$ cat config.mk
export PLATFORM = sky130hd
export DESIGN_NAME = md_scheduler
export DESIGN_NICKNAME = d
export VERILOG_FILES = /design/src/rtl/md_scheduler.sv
export SDC_FILE = /design/constraint.sdc
export NUM_CORES = 1
export LEC_CHECK = 0
export CAP_MARGIN = 25
export CORE_MARGIN = 1.5
export CORE_UTILIZATION = 44
export CTS_BUF_LIST = sky130_fd_sc_hd__clkbuf_8
export DETAILED_ROUTE_END_ITERATION = 10
export GPL_ROUTABILITY_DRIVEN = 0
export PLACE_DENSITY = 0.83
export SYNTH_ARGS = -nofsm -noshare
export SYNTH_HDL_FRONTEND = slang
export SYNTH_SLANG_ARGS = --single-unit
$ cat constraint.sdc
create_clock -name clk -period 2.2 [get_ports clk]
set_input_delay 0.44 -clock clk [delete_from_list [all_inputs] [get_ports clk]]
set_output_delay 0.44 -clock clk [all_outputs]
set_load 0.05 [all_outputs]
$ cat src/rtl/md_scheduler.sv
// HI/LO scheduler: issues mult/div to external units, owns the HI/LO registers
// and stalls EX while a multi-cycle op is in flight.
module md_scheduler (
    input  logic        clk,
    input  logic        resetn,
    input  logic        ex_valid,
    input  logic [1:0]  MULT,
    input  logic [1:0]  DIV,
    input  logic [1:0]  MFHL,
    input  logic [1:0]  MTHL,
    input  logic [31:0] src_a,
    input  logic [31:0] src_b,
    input  logic        flush,
    output logic [31:0] op_a,
    output logic [31:0] op_b,
    output logic        op_signed,
    output logic        mul_req,
    input  logic [63:0] mul_prod,
    output logic        div_req,
    input  logic        div_done,
    input  logic [31:0] div_q,
    input  logic [31:0] div_r,
    output logic        md_stall,
    output logic [31:0] hilo_rdata
);

    typedef enum logic [1:0] {IDLE, MUL1, MUL2, DIV_WAIT} state_t;

    state_t      state, state_nxt;
    logic [31:0] hi, lo;
    logic        busy, hl_op, issue, issue_mul, issue_div, issue_mthl;

    assign busy       = (state != IDLE);
    assign hl_op      = (|MULT) | (|DIV) | (|MFHL) | (|MTHL);
    assign issue      = ex_valid & ~flush & ~busy & hl_op;
    // MULT wins over an illegal MULT+DIV encoding
    assign issue_mul  = issue & (|MULT);
    assign issue_div  = issue & ~(|MULT) & (|DIV);
    assign issue_mthl = issue & ~(|MULT) & ~(|DIV) & (|MTHL);

    assign div_req    = (state == DIV_WAIT);
    assign md_stall   = ex_valid & busy & hl_op;
    assign hilo_rdata = MFHL[1] ? hi : lo;

    always_comb begin
        state_nxt = state;
        case (state)
            IDLE:     if (issue_mul) state_nxt = MUL1;
                      else if (issue_div) state_nxt = DIV_WAIT;
            MUL1:     state_nxt = MUL2;
            MUL2:     state_nxt = IDLE;
            DIV_WAIT: if (div_done) state_nxt = IDLE;
            default:  state_nxt = IDLE;
        endcase
    end

    always_ff @(posedge clk or negedge resetn) begin
        if (!resetn) begin
            state     <= IDLE;
            hi        <= '0;
            lo        <= '0;
            op_a      <= '0;
            op_b      <= '0;
            op_signed <= 1'b0;
            mul_req   <= 1'b0;
        end else begin
            state   <= state_nxt;
            mul_req <= issue_mul;
            // operands stay frozen for the whole op; issue only happens from IDLE
            if (issue_mul || issue_div) begin
                op_a      <= src_a;
                op_b      <= src_b;
                op_signed <= issue_mul ? MULT[0] : DIV[0];
            end
            if (state == MUL2) begin
                hi <= mul_prod[63:32];
                lo <= mul_prod[31:0];
            end else if (state == DIV_WAIT && div_done) begin
                hi <= div_r;
                lo <= div_q;
            end else if (issue_mthl) begin
                if (MTHL[1]) hi <= src_a;
                if (MTHL[0]) lo <= src_a;
            end
        end
    end

endmodule

==> results of run 1 <==
## registers in the layout, indices dropped and copies added (netlist names)
signal     cells
lo            32
op_b          32
hi            32
op_signed      1
mul_req        1
state          2
op_a          32
## critical path, delay by kind of cell
| kind | cells | cell delay (ps) |
|---|---|---|
| simple gates | 1 | 520 |
| buf+inv | 2 | 570 |
| compound gates | 1 | 230 |
## power breakdown
group | total [mW] | switching, mW | leakage, nW | internal (mW)
clock network | 2.01 | 0.980 | 0.194 | 1.03
registers | 3.66 | 0.441 | 1.59 | 3.22
logic | 5.39 | 3.32 | 2.29 | 2.08
total | 11.1 | 4.74 | 4.07 | 6.32
## layout make-up
class / count / area share
timing repair buffer: 342 / 0.323
sequential: 132 / 0.318
multi-input combinational: 343 / 0.298
clock buffer: 18 / 0.0238
tap: 188 / 0.0226
clock inverter: 13 / 0.0130
inverter: 3 / 0.00108
## what timing repair did
item | in CTS | in global routing
gates resized for setup | 6 | 4
pin swaps | 2 | 1
buffers inserted | 1 | 0
hold buffers | 1 | 0
endpoints found under the hold margin | 49 | 0
setup endpoints to repair | 1 | 2
## per-layer routing
metal / up-vias / routed length (um)
met5: - / 0
met4: 0 / 504
met3: 46 / 1760
met2: 329 / 11900
met1: 3152 / 9190
li1: 2854 / -
## path summary, 6_finish.rpt
check	endpoint	slack [ps]
hold reg to reg	op_a[18]	490
setup reg to reg	hi[17]	300
setup / recovery	md_stall	-7
max in group asynchronous	op_a[19]	1050
min in group asynchronous	op_a[17]	490
hold / removal	op_signed	450
## per-stage QoR
step	setup WS, ps	hold WS (ps)	power (mW)	std cells	TNS [ps]
after floorplan	104	144	7.09	552	0
after global placement	-166	410	8.89	1005	-14230
after detailed placement	-250	420	9.06	1005	-20340
after CTS	2.40	425	11.1	1038	0
after global routing	-33.8	477	11.6	1039	-33.8
final	-6.81	454	11.1	1039	-6.81
## placed cells by master, fill, tap and decap left out, types with 3 or more instances in the layout
master / netlist / routed
dlygate4sd2_1: 0 / 3
buf_12: 0 / 7
mux2_1: 49 / 49
clkinv_2: 0 / 5
o31ai_1: 63 / 63
o32ai_1: 64 / 64
clkdlybuf4s50_1: 0 / 263
a21oi_1: 34 / 34
o221ai_1: 64 / 64
mux2_2: 47 / 47
clkinv_4: 0 / 3
buf_4: 2 / 62
dfrtp_1: 132 / 130
clkbuf_8: 0 / 18
## logic make-up (layout without fill, tap and decap cells)
family	after synthesis	in the layout	synth area share
AOI/OAI and AO/OA	232	232	0.272
buffers and inverters	77	376	0.0668
DFF	132	132	0.484
muxes	97	97	0.160
and+or+nand+nor	14	14	0.0171
==> results.json, run 1 <==
{
  "min_delay_path_depth": 3,
  "grt_max_degree": 65,
  "yosys-top-cells-count": "dfrtp_1 (132), o221ai_1 (64), o32ai_1 (64)",
  "overflow": 0,
  "worstPathCellList": "clkdlybuf4s50_1 -> or4_4 -> o221a_4 -> buf_8",
  "die_area_um2": 16300,
  "max_freq_ghz": 0.453,
  "drv_slew": 0,
  "crit_type": "in2out",
  "cts_sinks": 132,
  "clock_skew_ps": 8.94,
  "cp_max_fo": 1,
  "synth.distinct_cells": 31,
  "yosysTopAreaCell": "dfrtp_1",
  "start_util": 0.450,
  "use_met3": 0.0745,
  "die_y_um": 128,
  "peakVddDrop_uv": 657,
  "finalSetupViolCount": 1,
  "post_dp_cell_area_um2": 9940,
  "syn_avg_cell_area_um2": 12.4,
  "synth_top_area_frac": 0.484,
  "hold_path.startpoint": "MULT[1]",
  "cts_tree": "done",
  "period_needed_ps": 2210,
  "h-tree-depth": 4,
  "core-area_um2": 15100,
  "antenna_left": 0,
  "p_leak_nw": 4.07,
  "status": "complete, but fails checks",
  "viasPerCell": 6.14,
  "track_usage": 0.288,
  "worstSetupStartpoint": "MFHL[0]",
  "clockBufferDepth": 2,
  "worstPathArrival_ps": 1770,
  "antenna_cells": 0,
  "synth_seq_cells": 132,
  "seq_area_frac_synth": 0.484,
  "violations": "negative setup slack",
  "synthCells": 552,
  "crit_required_ps": 1760,
  "cts.clk_slew.worst_paths_ps": 80,
  "antenna_found_initial": 0,
  "place.port_buffers": 304,
  "busiest_layer": "met2",
  "drc": 0,
  "post-route-period-util": 1.00,
  "insertion_delay_ps": 450,
  "hpwl_mm": 16.4,
  "worst_slew_pin_slew_ps": 1070,
  "hold_violations": 0,
  "drt_iter0_drc": 482,
  "vias": 6381,
  "seq_area_um2": 3310,
  "min_path_type": "in2reg",
  "grt_pass1_vias": 6763,
  "synth_area_um2": 6820,
  "multiInputGateArea_um2": 3100,
  "yosys-top-cells-area": "dfrtp_1 (48%), o221ai_1 (8.2%), o32ai_1 (8.2%)",
  "grt_use_met1": 0.348,
  "dr.pass1.iters": 5,
  "met2_usage": 0.494,
  "syn_nets": 757,
  "worstRegToRegCells": 3,
  "die_w_um": 128,
  "drive_above_1_share": 0.200,
  "wl_per_cell_um": 22.5,
  "io_pins": 305,
  "cp_slowest_stage_delay_ps": 520,
  "fin_area_um2": 10400,
  "synth-async-reset-ratio": 1.00,
  "grt_pass1_wl_mm": 36.0,
  "cp-start-kind": "input port",
  "max_cap_violations": 0,
  "power_density_nw_per_um2": 1060,
  "fill_cells": 1095,
  "root_buffer": "clkbuf_8",
  "wl_mm": 23.4,
  "synth_edf_count": 0,
  "setup_ws_ps": -6.81,
  "fp-row-count": 45,
  "synth_warnings": 0,
  "r2r-start": "state[0]",
  "nets": 1044,
  "cp-end-kind": "output port",
  "cts_buffers": 17,
  "syn_to_final_growth_pct": 52.4,
  "synth.most_common_cell": "dfrtp_1",
  "synth_top_flop_cell": "dfrtp_1",
  "utilization": 0.686,
  "relSlewSlack": 0.284,
  "crit_slowest_cell": "or4_4"
}
Note: power is estimated with default switching activity, not from simulation.
==> run 2: changes to the inputs <==
Settings changed: CORE_UTILIZATION 44 to 42, CTS_BUF_LIST sky130_fd_sc_hd__clkbuf_8 to sky130_fd_sc_hd__clkbuf_16, PLACE_DENSITY 0.83 to 0.8.
==> results.json, run 2 (same netlist as run 1, synthesis figures left out) <==
{
  "grt_max_degree": 65,
  "hold_path.startpoint": "op_b[30]",
  "multiInputGateArea_um2": 3110,
  "antenna_found_initial": 0,
  "nets": 1042,
  "fp-row-count": 46,
  "clockBufferDepth": 2,
  "power_frac_comb": 0.455,
  "final_cell_mix": "clkdlybuf4s50_1 (263), dfrtp_1 (131), o32ai_1 (64), o221ai_1 (64), o31ai_1 (63)",
  "min_delay_path_depth": 1,
  "p_int_mw": 6.98,
  "crit_type": "in2out",
  "cts.clk_slew.worst_paths_ps": 60,
  "r2r-start": "state[0]",
  "syn_to_final_growth_pct": 55.8,
  "pwr-share-seq": 0.309,
  "min_path_type": "reg2reg",
  "cp-end-kind": "output port",
  "fill_cells": 1192,
  "worstPathCellList": "clkdlybuf4s50_1 -> or4_4 -> o221a_4 -> buf_8",
  "h-tree-depth": 4,
  "cts_buffers": 17,
  "place.port_buffers": 304,
  "peakVddDrop_uv": 657,
  "seq_area_um2": 3300,
  "cp-start-kind": "input port",
  "p_leak_nw": 4.15,
  "track_usage": 0.283,
  "cts_tree": "done",
  "grt_pass1_wl_mm": 36.3,
  "power_density_nw_per_um2": 1120,
  "reg2reg_to": "lo[29]",
  "hold_path_end": "op_b[30]",
  "max_cap_violations": 0,
  "switchingPower_mw": 4.92,
  "worst_slew_pin_slew_ps": 1100,
  "status": "completed",
  "final_common_cell": "clkdlybuf4s50_1",
  "drv_slew": 0,
  "hold_violations": 0,
  "worstRegToRegCells": 3,
  "reg2reg_setup_slack_ps": 160,
  "wl_per_cell_um": 22.8,
  "finalSetupViolCount": 0,
  "post-route-period-util": 0.977,
  "antenna_cells": 0,
  "power_mw": 11.9,
  "max_freq_ghz": 0.465,
  "io_pins": 305,
  "crit_required_ps": 1760,
  "worstPathArrival_ps": 1710,
  "relSlewSlack": 0.266,
  "clkPwrFrac": 0.236,
  "viasPerCell": 6.13,
  "die_w_um": 130,
  "cp_slowest_stage_delay_ps": 440,
  "drc": 0,
  "root_buffer": "clkbuf_16",
  "core-area_um2": 15900,
  "grt_pass1_vias": 6785,
  "setup-tns-final_ps": 0,
  "period_needed_ps": 2150,
  "clock_skew_ps": 8.44,
  "wl_mm": 24.3,
  "cp_max_fo": 2,
  "dr.pass1.iters": 5,
  "overflow": 0,
  "antenna_left": 0,
  "cts_sinks": 132,
  "die_y_um": 130,
  "drive_above_1_share": 0.196,
  "insertion_delay_ps": 420,
  "vias": 6538,
  "start_util": 0.430,
  "switching_share": 0.413,
  "die_area_um2": 17000,
  "rsz0062_at_grt": "false",
  "crit_slowest_cell": "or4_4",
  "hpwl_mm": 16.8,
  "drt_iter0_drc": 418
}
==> run 2: metal layers <==
metal | share of wire | vias to the layer above | wire length [um] | track usage
met4 | 0.027 | 0 | 667 | 0.120
li1 | - | 2856 | - | -
met3 | 0.087 | 54 | 2100 | 0.0786
met2 | 0.51 | 370 | 12400 | 0.495
met1 | 0.38 | 3258 | 9110 | 0.326
met5 | 0 | - | 0 | 0
==> run 2: timing repair <==
action	in CTS	in global routing
pin swaps	2	2
hold buffers	1	0
endpoints found under the hold margin	41	0
cloned	0	0
buffers inserted	1	0
setup endpoints to repair	1	1
gates resized for setup	8	1
==> run 2: through the flow <==
step	utilization	area, um2	hold slack [ps]	worst slack (ps)	instances
after floorplan	-	6820	144	104	552
after global placement	0.630	10000	420	-155	1032
after detailed placement	0.630	10000	430	-284	1032
after CTS	0.669	10600	493	5.19	1066
after global routing	0.669	10600	512	22.1	1066
final	0.669	10600	488	51.4	1066
==> run 2: critical path: cells and delay by family <==
| kind | cells | cell delay, ps |
|---|---|---|
| AO/OA/AOI/OAI | 1 | 260 |
| AND/OR/NAND/NOR | 1 | 440 |
| buffers and inverters | 2 | 570 |
==> run 2: worst max-delay path by stage <==
| stage | slack [ps] | endpoint | startpoint |
|---|---|---|---|
| floorplan | 100 | md_stall | MULT[1] |
| global placement | -160 | lo[6] | MULT[1] |
| global route | 20 | hi[28] | MULT[1] |
| detailed placement | -280 | lo[29] | MULT[1] |
| CTS | 5 | md_stall | MFHL[0] |
| finish | 50 | md_stall | MULT[1] |
==> run 2: cell type report <==
| type | count | area share |
|---|---|---|
| Clock buffer | 17 | 0.0400 |
| Multi-Input combinational cell | 343 | 0.292 |
| Sequential cell | 132 | 0.311 |
| Inverter | 3 | 0.00106 |
| Timing Repair Buffer | 340 | 0.316 |
| Clock inverter | 15 | 0.0147 |
| Tap cell | 216 | 0.0254 |
==> run 2: power by group through the flow <==
stage | clock network [mW] | registers [mW] | logic (mW)
2_1_floorplan | 0 | 4.72 | 2.37
3_3_place_gp | 0 | 3.63 | 5.29
3_5_place_dp | 0 | 3.69 | 5.41
4_1_cts | 2.84 | 3.67 | 5.44
5_1_grt | 2.96 | 3.78 | 5.66
6_report | 2.80 | 3.67 | 5.42
